**config.mk**
```make
export PLATFORM = sky130hd
export DESIGN_NAME = nibble_serial_adder_ctrl
export DESIGN_NICKNAME = d
export VERILOG_FILES = /design/src/rtl/nibble_serial_adder_ctrl_pkg.sv /design/src/rtl/nibble_adder_slice.sv /design/src/rtl/nibble_serial_adder_ctrl.sv
export SDC_FILE = /design/constraint.sdc
export NUM_CORES = 1
export LEC_CHECK = 0
export CORE_UTILIZATION = 46
export DETAILED_ROUTE_END_ITERATION = 10
export PLACE_DENSITY = 0.75
export REMOVE_ABC_BUFFERS = 1
export SETUP_SLACK_MARGIN = 0.15
export SYNTH_ARGS = -nofsm -noshare
export SYNTH_HDL_FRONTEND = slang
export SYNTH_HIERARCHICAL = 1
export SYNTH_SLANG_ARGS = --single-unit
```
**constraint.sdc**
```tcl
create_clock -name clk -period 1.9 [get_ports clk]
set_input_delay 0.19 -clock clk [delete_from_list [all_inputs] [get_ports clk]]
set_output_delay 0.19 -clock clk [all_outputs]
set_load 0.02 [all_outputs]
```
**src/rtl/nibble_serial_adder_ctrl_pkg.sv**
```systemverilog
// Shared types and constants for the nibble-serial adder sequencer.
package nibble_serial_adder_ctrl_pkg;

    // Width of the single ripple-carry slice reused on every step.
    localparam int NIBBLE_W = 4;

    // Sequencer states. The encodings are fixed so the state register can be probed in the lab.
    typedef enum logic [1:0] {
        ST_IDLE = 2'b00,
        ST_RUN  = 2'b01,
        ST_DONE = 2'b10
    } state_t;

endpackage : nibble_serial_adder_ctrl_pkg

```
**src/rtl/nibble_adder_slice.sv**
```systemverilog
// Purely combinational 4-bit ripple-carry adder.
// c[i] is the carry out of bit i. c[3] is the carry out of the nibble, and
// c[2] is the carry into its top bit.
module nibble_adder_slice
    import nibble_serial_adder_ctrl_pkg::*;
(
    input  logic [NIBBLE_W-1:0] a,
    input  logic [NIBBLE_W-1:0] b,
    input  logic                cin,
    output logic [NIBBLE_W-1:0] s,
    output logic [NIBBLE_W-1:0] c
);

    // w_carry[i] is the carry into bit i. w_carry[0] is the slice carry-in.
    logic [NIBBLE_W:0] w_carry;

    assign w_carry[0] = cin;

    for (genvar i = 0; i < NIBBLE_W; i++) begin : g_bit
        assign s[i]         = a[i] ^ b[i] ^ w_carry[i];
        assign w_carry[i+1] = (a[i] & b[i]) | (a[i] & w_carry[i]) | (b[i] & w_carry[i]);
    end

    assign c = w_carry[NIBBLE_W:1];

endmodule : nibble_adder_slice

```
**src/rtl/nibble_serial_adder_ctrl.sv**
```systemverilog
// Adds two WIDTH-bit operands through one 4-bit slice, least-significant nibble first.
// The carry between nibbles is held in a register.
// The block uses a start/busy/done handshake. sum, cout and ovf hold the last completed result.
module nibble_serial_adder_ctrl
    import nibble_serial_adder_ctrl_pkg::*;
#(
    parameter int WIDTH = 16
) (
    input  logic             clk,
    input  logic             reset,
    input  logic             start,
    input  logic [WIDTH-1:0] a,
    input  logic [WIDTH-1:0] b,
    input  logic             cin,
    output logic             busy,
    output logic             done,
    output logic [WIDTH-1:0] sum,
    output logic             cout,
    output logic             ovf
);

    localparam int NIB   = WIDTH / NIBBLE_W;
    localparam int CNT_W = (NIB > 1) ? $clog2(NIB) : 1;
    localparam logic [CNT_W-1:0] LAST_NIB = CNT_W'(NIB - 1);

    state_t             r_state;
    logic [CNT_W-1:0]   r_cnt;
    logic               r_carry;
    logic [WIDTH-1:0]   r_op_a;
    logic [WIDTH-1:0]   r_op_b;
    logic [WIDTH-1:0]   r_partial;
    logic [WIDTH-1:0]   r_sum;
    logic               r_cout;
    logic               r_ovf;

    logic [NIBBLE_W-1:0] w_s;
    logic [NIBBLE_W-1:0] w_c;
    logic [WIDTH-1:0]    w_partial_next;
    logic                w_unused_low_carries;

    // The slice always works on the low nibbles of the operand shift registers.
    nibble_adder_slice u_slice (
        .a   (r_op_a[NIBBLE_W-1:0]),
        .b   (r_op_b[NIBBLE_W-1:0]),
        .cin (r_carry),
        .s   (w_s),
        .c   (w_c)
    );

    // Each new slice sum enters at the top of the partial register.
    // After NIB steps, nibble 0 has reached the bottom.
    assign w_partial_next = {w_s, r_partial[WIDTH-1:NIBBLE_W]};

    // Only the two top per-bit carries matter at this level.
    assign w_unused_low_carries = ^w_c[1:0];

    // The sequencer FSM, the operand and carry datapath, and the result registers.
    always_ff @(posedge clk) begin
        // NOTE: all state uses non-blocking assignments, so every register samples pre-edge values.
        if (reset) begin
            r_state   <= ST_IDLE;
            r_cnt     <= '0;
            r_carry   <= 1'b0;
            // NOTE: the operand and partial registers are cleared with the rest.
            // This stops an aborted run from leaving stale data that is visible in simulation.
            r_op_a    <= '0;
            r_op_b    <= '0;
            r_partial <= '0;
            r_sum     <= '0;
            r_cout    <= 1'b0;
            r_ovf     <= 1'b0;
        end else begin
            case (r_state)
                ST_IDLE: begin
                    if (start) begin
                        r_op_a  <= a;
                        r_op_b  <= b;
                        r_carry <= cin;
                        r_cnt   <= '0;
                        r_state <= ST_RUN;
                    end
                end
                ST_RUN: begin
                    r_op_a    <= r_op_a >> NIBBLE_W;
                    r_op_b    <= r_op_b >> NIBBLE_W;
                    r_carry   <= w_c[NIBBLE_W-1];
                    r_partial <= w_partial_next;
                    r_cnt     <= r_cnt + CNT_W'(1);
                    if (r_cnt == LAST_NIB) begin
                        r_sum   <= w_partial_next;
                        r_cout  <= w_c[NIBBLE_W-1];
                        r_ovf   <= w_c[NIBBLE_W-1] ^ w_c[NIBBLE_W-2];
                        r_state <= ST_DONE;
                    end
                end
                ST_DONE: begin
                    r_state <= ST_IDLE;
                end
                default: begin
                    r_state <= ST_IDLE;
                end
            endcase
        end
    end

    assign busy = (r_state == ST_RUN);
    assign done = (r_state == ST_DONE);
    assign sum  = r_sum;
    assign cout = r_cout;
    assign ovf  = r_ovf;

endmodule : nibble_serial_adder_ctrl

```
; ---- Word-level counts from Yosys, hierarchy flattened
; Index checks and enable logic that the tools add are counted.
[word_totals]
reg_bits = 71
output_inout_bits = 20
[op_classes]
n_addsub = 1
n_eq_ne = 5
mux = 11
n_bitwise = 29
n_reduce_logical = 5
[ops]
columns = operator, count
row1 = $pmux W16 S2, 2
row2 = $mux W16, 2
row3 = $and A1 B1 Y1, 12
row4 = $xor A1 B1 Y1, 9
row5 = $or A1 B1 Y1, 8
row6 = $pmux W2 S2, 2
row7 = $mux W2, 3
row8 = $reduce_and A2 Y1, 3
row9 = $eq A2 B2 Y1 const B, 2
row10 = $add A2 B1 Y2 const B, 1
row11 = $eq A2 B1 Y1 const B, 1
row12 = $logic_not A2 Y1, 1
row13 = $ne A2 B1 Y1 const B, 1
row14 = $ne A2 B2 Y1 const B, 1
row15 = $pmux W1 S2, 1
row16 = $reduce_bool A2 Y1, 1
row17 = $mux W1, 1

; ---- Longest topological paths before layout
[logic_depth]
ltp_word = 13
mapped_depth = 10
depth_no_buf = 10

; ---- By module
; The synthesis kept the hierarchy.
[modules_own_cells]
columns = module, instances, cells_each, area_each_um2, seq_area_each_um2
row1 = nibble_serial_adder_ctrl, 1, 287, 2706.3, 1341.3
row2 = nibble_adder_slice, 1, 14, 117.6, 0.0

; ---- Least setup slack after synthesis
; OpenSTA, ideal clock, no wires.
[synth_path]
path_kind = register to register
startpoint = register r_op_a[0]
endpoint = register r_partial[15]
setup_ps = 70
t_arrival_ps = 1998
required_time_ps = 1830
setup_slack_ps = -169
stages_incl_launch_ff = 11
n_path_buf = 0
period_less_slack_ps = 2069
path_cell_list = dfxtp_1 inv_1 fa_1 inv_1 fa_1 fa_1 inv_1 fa_1 inv_1 nand2_1 a21oi_1
[synth_between]
elab_chain_len = 10
word_cells_on_any_way = 13
classes_between = bitwise (13)
[synth_lines]
columns = item, line_no
row1 = start: declaration, nibble_serial_adder_ctrl.sv:29  ; logic [WIDTH-1:0] r_op_a;
row2 = start signal: assignment, nibble_serial_adder_ctrl.sv:84  ; r_op_a <= r_op_a >> NIBBLE_W;
row3 = $and A1 B1 Y1, nibble_adder_slice.sv:21  ; assign w_carry[i+1] = (a[i] & b[i]) | (a[i] & w_carry[i]) | (b[i] & w_carry[i]);
row4 = $or A1 B1 Y1 (*) (2 in series), nibble_adder_slice.sv:21
row5 = named net w_c[0], nibble_serial_adder_ctrl.sv:37  ; logic [NIBBLE_W-1:0] w_c;
row6 = $and A1 B1 Y1, nibble_adder_slice.sv:21
row7 = $or A1 B1 Y1, nibble_adder_slice.sv:21
row8 = $or A1 B1 Y1 (*), nibble_adder_slice.sv:21
row9 = named net w_c[1], nibble_serial_adder_ctrl.sv:37
row10 = $and A1 B1 Y1, nibble_adder_slice.sv:21
row11 = $or A1 B1 Y1, nibble_adder_slice.sv:21
row12 = $or A1 B1 Y1 (*), nibble_adder_slice.sv:21
row13 = named net w_c[2], nibble_serial_adder_ctrl.sv:37
row14 = $xor A1 B1 Y1 (*), nibble_adder_slice.sv:20  ; assign s[i] = a[i] ^ b[i] ^ w_carry[i];
row15 = named net w_s[3], nibble_serial_adder_ctrl.sv:36  ; logic [NIBBLE_W-1:0] w_s;
row16 = end signal: assignment, nibble_serial_adder_ctrl.sv:87  ; r_partial <= w_partial_next;
row17 = end: declaration, nibble_serial_adder_ctrl.sv:31  ; logic [WIDTH-1:0] r_partial;
; The timed path passes the listed nets; every way through them passes the cells marked *.
; A chain may end at the register's enable or synchronous reset.

; ---- Worst setup path after layout
[layout_path]
startpoint = register r_carry
endpoint = register r_sum[15] (netlist: sum[15])
[layout_between]
elab_chain_len = 10
word_cells_on_any_way = 13
classes_between = bitwise (13)
[layout_lines]
columns = item, line_no
row1 = start: declaration, nibble_serial_adder_ctrl.sv:28  ; logic r_carry;
row2 = start signal: assignment, nibble_serial_adder_ctrl.sv:78  ; r_carry <= cin;
row3 = start signal: assignment, nibble_serial_adder_ctrl.sv:86  ; r_carry <= w_c[NIBBLE_W-1];
row4 = $and A1 B1 Y1, nibble_adder_slice.sv:21
row5 = $or A1 B1 Y1, nibble_adder_slice.sv:21
row6 = $or A1 B1 Y1 (*), nibble_adder_slice.sv:21
row7 = named net w_c[0], nibble_serial_adder_ctrl.sv:37
row8 = $and A1 B1 Y1, nibble_adder_slice.sv:21
row9 = $or A1 B1 Y1, nibble_adder_slice.sv:21
row10 = $or A1 B1 Y1 (*), nibble_adder_slice.sv:21
row11 = named net w_c[1], nibble_serial_adder_ctrl.sv:37
row12 = $and A1 B1 Y1, nibble_adder_slice.sv:21
row13 = $or A1 B1 Y1, nibble_adder_slice.sv:21
row14 = $or A1 B1 Y1 (*), nibble_adder_slice.sv:21
row15 = named net w_c[2], nibble_serial_adder_ctrl.sv:37
row16 = $xor A1 B1 Y1 (*), nibble_adder_slice.sv:20
row17 = named net w_s[3], nibble_serial_adder_ctrl.sv:36
row18 = end signal: assignment, nibble_serial_adder_ctrl.sv:90  ; r_sum <= w_partial_next;
row19 = end: declaration, nibble_serial_adder_ctrl.sv:32  ; logic [WIDTH-1:0] r_sum;
; Marked as above.

==> flow_metrics.py <==
metrics = {
    "outcome": {
        "outcome": "complete, but fails checks",
        "violations": "negative setup slack",
    },
    "critical_path": {
        "reg2reg_capture_point": "sum[15]",
        "r2r_cells": 10,
        "end_kind": "register",
        "critical_path.reg2reg.startpoint": "r_carry",
        "worst-endpoint-required_ns": 2.17,
        "critical_path.startpoint_type": "register",
        "critPathMaxFanout": 2,
        "cp.arrival_ns": 2.39,
        "setup.reg_to_reg.worst_slack_ns": -0.22,
        "worstSetupPathType": "reg -> reg",
    },
    "power_and_ir_drop": {
        "static-leakage-power_nw": 1.38,
        "max-vdd-ir-drop_v": 0.000520,
        "power.density_cell_area_nw_per_um2": 884,
    },
    "yosys": {
        "netlist_area_um2": 2820,
        "synth_simple_gate_area_frac": 0.149,
        "yosys.area_share.xor_xnor": 0.00310,
        "post_synthesis_share_of_cell_area_spent_on_full_adders_half_adders_and_majority_gates": 0.0328,
        "synthesized_area_per_cell_um2": 9.38,
        "compound_gate_fraction_of_synth_area": 0.176,
        "synth_mux_area_frac": 0.0922,
        "main_combinational_cell_family_by_area_after_synthesis": "compound AO/OA/AOI/OAI gates",
        "yosys_register_bits": 67,
        "synth_cell_type_count": 27,
        "synth_cells": 301,
        "synth_sequential_area_ratio": 0.475,
        "yosysWarningCount": 6,
    },
    "timing": {
        "clock_skew_ns": 0.00928,
        "tightest_slew_ns": 0.620,
        "final_hold_viol_count": 0,
        "final_period_minus_worst_setup_slack_ns": 2.12,
        "timing.final.crit_share": 1.12,
        "unrepaired_setup_endpoints_after_global_routing": "true",
        "max_fclk_mhz": 472,
        "setup_ws_ns": -0.219,
        "final_slew_violations": 0,
        "setup-violations-final": 5,
        "timing.slew.headroom": 0.587,
    },
    "layout": {
        "diode_insertion_count_for_antenna_repair": 0,
        "nFillCells": 514,
        "area_growth_syn_to_layout_pct": 30.5,
        "mostFrequentLayoutCells": "62 x dfxtp_1, 58 x nand2_1, 52 x clkdlybuf4s50_1",
        "final_common_cell": "dfxtp_1",
        "final_core_utilization": 0.623,
        "regArea_um2": 1350,
        "stdcell_count": 437,
        "drive_above_1_share": 0.171,
        "multi_input_comb_area_um2": 1310,
        "finish.net_count": 398,
    },
    "hold_path": {
        "min_path_type": "in -> reg",
        "holdCritStartpoint": "reset",
        "worstHoldPathCells": 2,
        "whs_endpoint": "r_cnt[1]",
    },
    "grt": {
        "antenna_found_initial": 0,
        "grt-ovfl-total": 0,
        "first_pass_grt_wire_length_mm": 9.09,
        "groute.usage.overall": 0.188,
        "grt_start_max_net_pins": 27,
        "number_of_global_route_vias_before_repair": 2091,
    },
    "job": {
        "drv.max_cap_violation_count": 0,
    },
    "clock_network": {
        "root_buffer": "clkbuf_8",
        "clock_latency_late_sink_ns": 0.34,
        "cts_num_sinks": 67,
        "cts_made_buffers": 9,
        "holdBufCountCts": 0,
        "clock_transition_at_the_register_clock_pins_on_the_worst_setup_and_hold_paths_after_cts_ns": 0.07,
        "clock_tree.buffer_depth": 2,
        "clock_tree_from_tritoncts": "built",
        "maximum_level_of_the_cts_h_tree": 3,
    },
    "detailed_routing": {
        "drt-wirelength-per-cell_um": 12.4,
        "drt.antenna.violating_nets": 0,
        "firstDrtPassIters": 5,
        "wl_mm": 5.42,
        "drc_violation_total_after_the_first_tritonroute_iteration": 90,
        "vias": 2171,
        "detail_route.drc_violations": 0,
        "route.detailed.vias_per_inst": 4.97,
    },
    "placed_design": {
        "final_wtd_congestion": 0.719,
        "placed_insts": 420,
        "dp_hpwl_mm": 3.78,
        "port_buffers": 55,
    },
    "floorplanning": {
        "initial_core_util": 0.477,
        "num_rows": 28,
        "io-pin-count": 56,
        "fp.dieW_um": 80.4,
        "core_area_um2": 5920,
        "dieHeight_um": 80.4,
        "die_outline_area_um2": 6460,
    },
}
cell type report:
class                           instances  share of cell area
Sequential cell                        67               0.366
Multi-Input combinational cell        201               0.354
Timing Repair Buffer                   66               0.180
Clock buffer                           12              0.0421
Tap cell                               75              0.0255
Clock inverter                          4              0.0197
Inverter                               12              0.0122
layer usage:
| layer | wire, um | vias up | track usage |
|---|---|---|---|
| met5 | 0 | - | 0 |
| met4 | 69 | 0 | 0.0607 |
| met3 | 350 | 7 | 0.0886 |
| met2 | 2570 | 62 | 0.320 |
| met1 | 2420 | 974 | 0.205 |
| li1 | - | 1128 | - |
where the power goes:
part / total [mW] / switching (mW) / leakage (nW) / internal (mW)
clock network: 1.33 / 0.522 / 0.113 / 0.809
registers: 1.53 / 0.0480 / 0.550 / 1.48
logic: 0.402 / 0.193 / 0.722 / 0.208
total: 3.26 / 0.764 / 1.38 / 2.49
worst max-delay path by stage:
stage	from	to	slack (ns)	depth (start not counted)
CTS	r_carry	sum[15]	-0.22	10
global route	r_carry	sum[15]	-0.30	10
detailed placement	r_op_a[0]	ovf	-0.33	10
global placement	r_op_a[0]	sum[15]	-0.23	10
finish	r_carry	sum[15]	-0.22	10
floorplan	r_state[0]	r_cnt[0]	-0.54	4
through the flow:
step | setup slack [ns] | setup TNS, ns | hold slack, ns | power (mW) | area [um2]
2_1_floorplan | -0.543 | -18.98 | 0.255 | 1.76 | 2670
3_3_place_gp | -0.233 | -0.864 | 0.440 | 1.93 | 3420
3_5_place_dp | -0.326 | -1.35 | 0.448 | 1.95 | 3420
4_1_cts | -0.216 | -0.703 | 0.358 | 3.29 | 3670
5_1_grt | -0.302 | -1.03 | 0.363 | 3.41 | 3690
6_report | -0.219 | -0.658 | 0.369 | 3.26 | 3690
cells in the mapped netlist:
master / instances / area share
a211oi_1: 16 / 0.043
o21ba_4: 1 / 0.0058
inv_2: 1 / 0.0013
o21bai_2: 1 / 0.0040
mux2i_1: 26 / 0.092
a21oi_1: 29 / 0.051
nor2b_1: 1 / 0.0022
a211oi_2: 11 / 0.049
clkbuf_1: 7 / 0.0093
fa_1: 4 / 0.028
a22oi_1: 9 / 0.024
nand2b_1: 1 / 0.0022
nor2_1: 37 / 0.049
ha_1: 1 / 0.0044
nand2_1: 58 / 0.077
buf_2: 3 / 0.0053
dfxtp_1: 67 / 0.47
buf_4: 4 / 0.011
inv_1: 11 / 0.015
buf_8: 2 / 0.011
nand3b_2: 1 / 0.0040
nor3_1: 1 / 0.0018
buf_6: 5 / 0.020
xnor2_1: 1 / 0.0031
nor3b_4: 1 / 0.0066
and2b_1: 1 / 0.0027
and3b_1: 1 / 0.0031
registers in the layout, summed over array words and instances, names as in the netlist:
signal / flops
r_carry: 1
r_op_b: 16
r_cnt: 2
r_state: 2
r_partial: 12
ovf: 1
r_op_a: 16
sum: 16
cout: 1
timing repair:
| action | 4_1_cts | 5_1_grt |
|---|---|---|
| resized for setup | 18 | 3 |
| buffers inserted | 1 | 0 |
| endpoints found under the hold margin | 0 | 0 |
| pin swaps | 4 | 0 |
| setup endpoints to repair | 9 | 7 |
| cloned | 0 | 0 |
cell families (layout without fill, tap and decap cells):
| family | after synthesis | in the layout |
|---|---|---|
| XOR/XNOR | 1 | 1 |
| buffers and inverters | 33 | 94 |
| AO/OA/AOI/OAI | 67 | 67 |
| multiplexers | 26 | 26 |
| flip-flops | 67 | 67 |
| AND/OR/NAND/NOR | 102 | 102 |
| adder cells (fa/ha/maj) | 5 | 5 |
critical path, stage by stage, from the launching register on:
cell,delay [ns]
dfxtp_2,0.33
inv_2,0.06
fa_2,0.18
inv_2,0.04
fa_2,0.36
fa_2,0.36
inv_2,0.07
fa_2,0.43
inv_2,0.07
nand2_1,0.04
a21oi_1,0.12
Power figures use the tool's default switching activity.
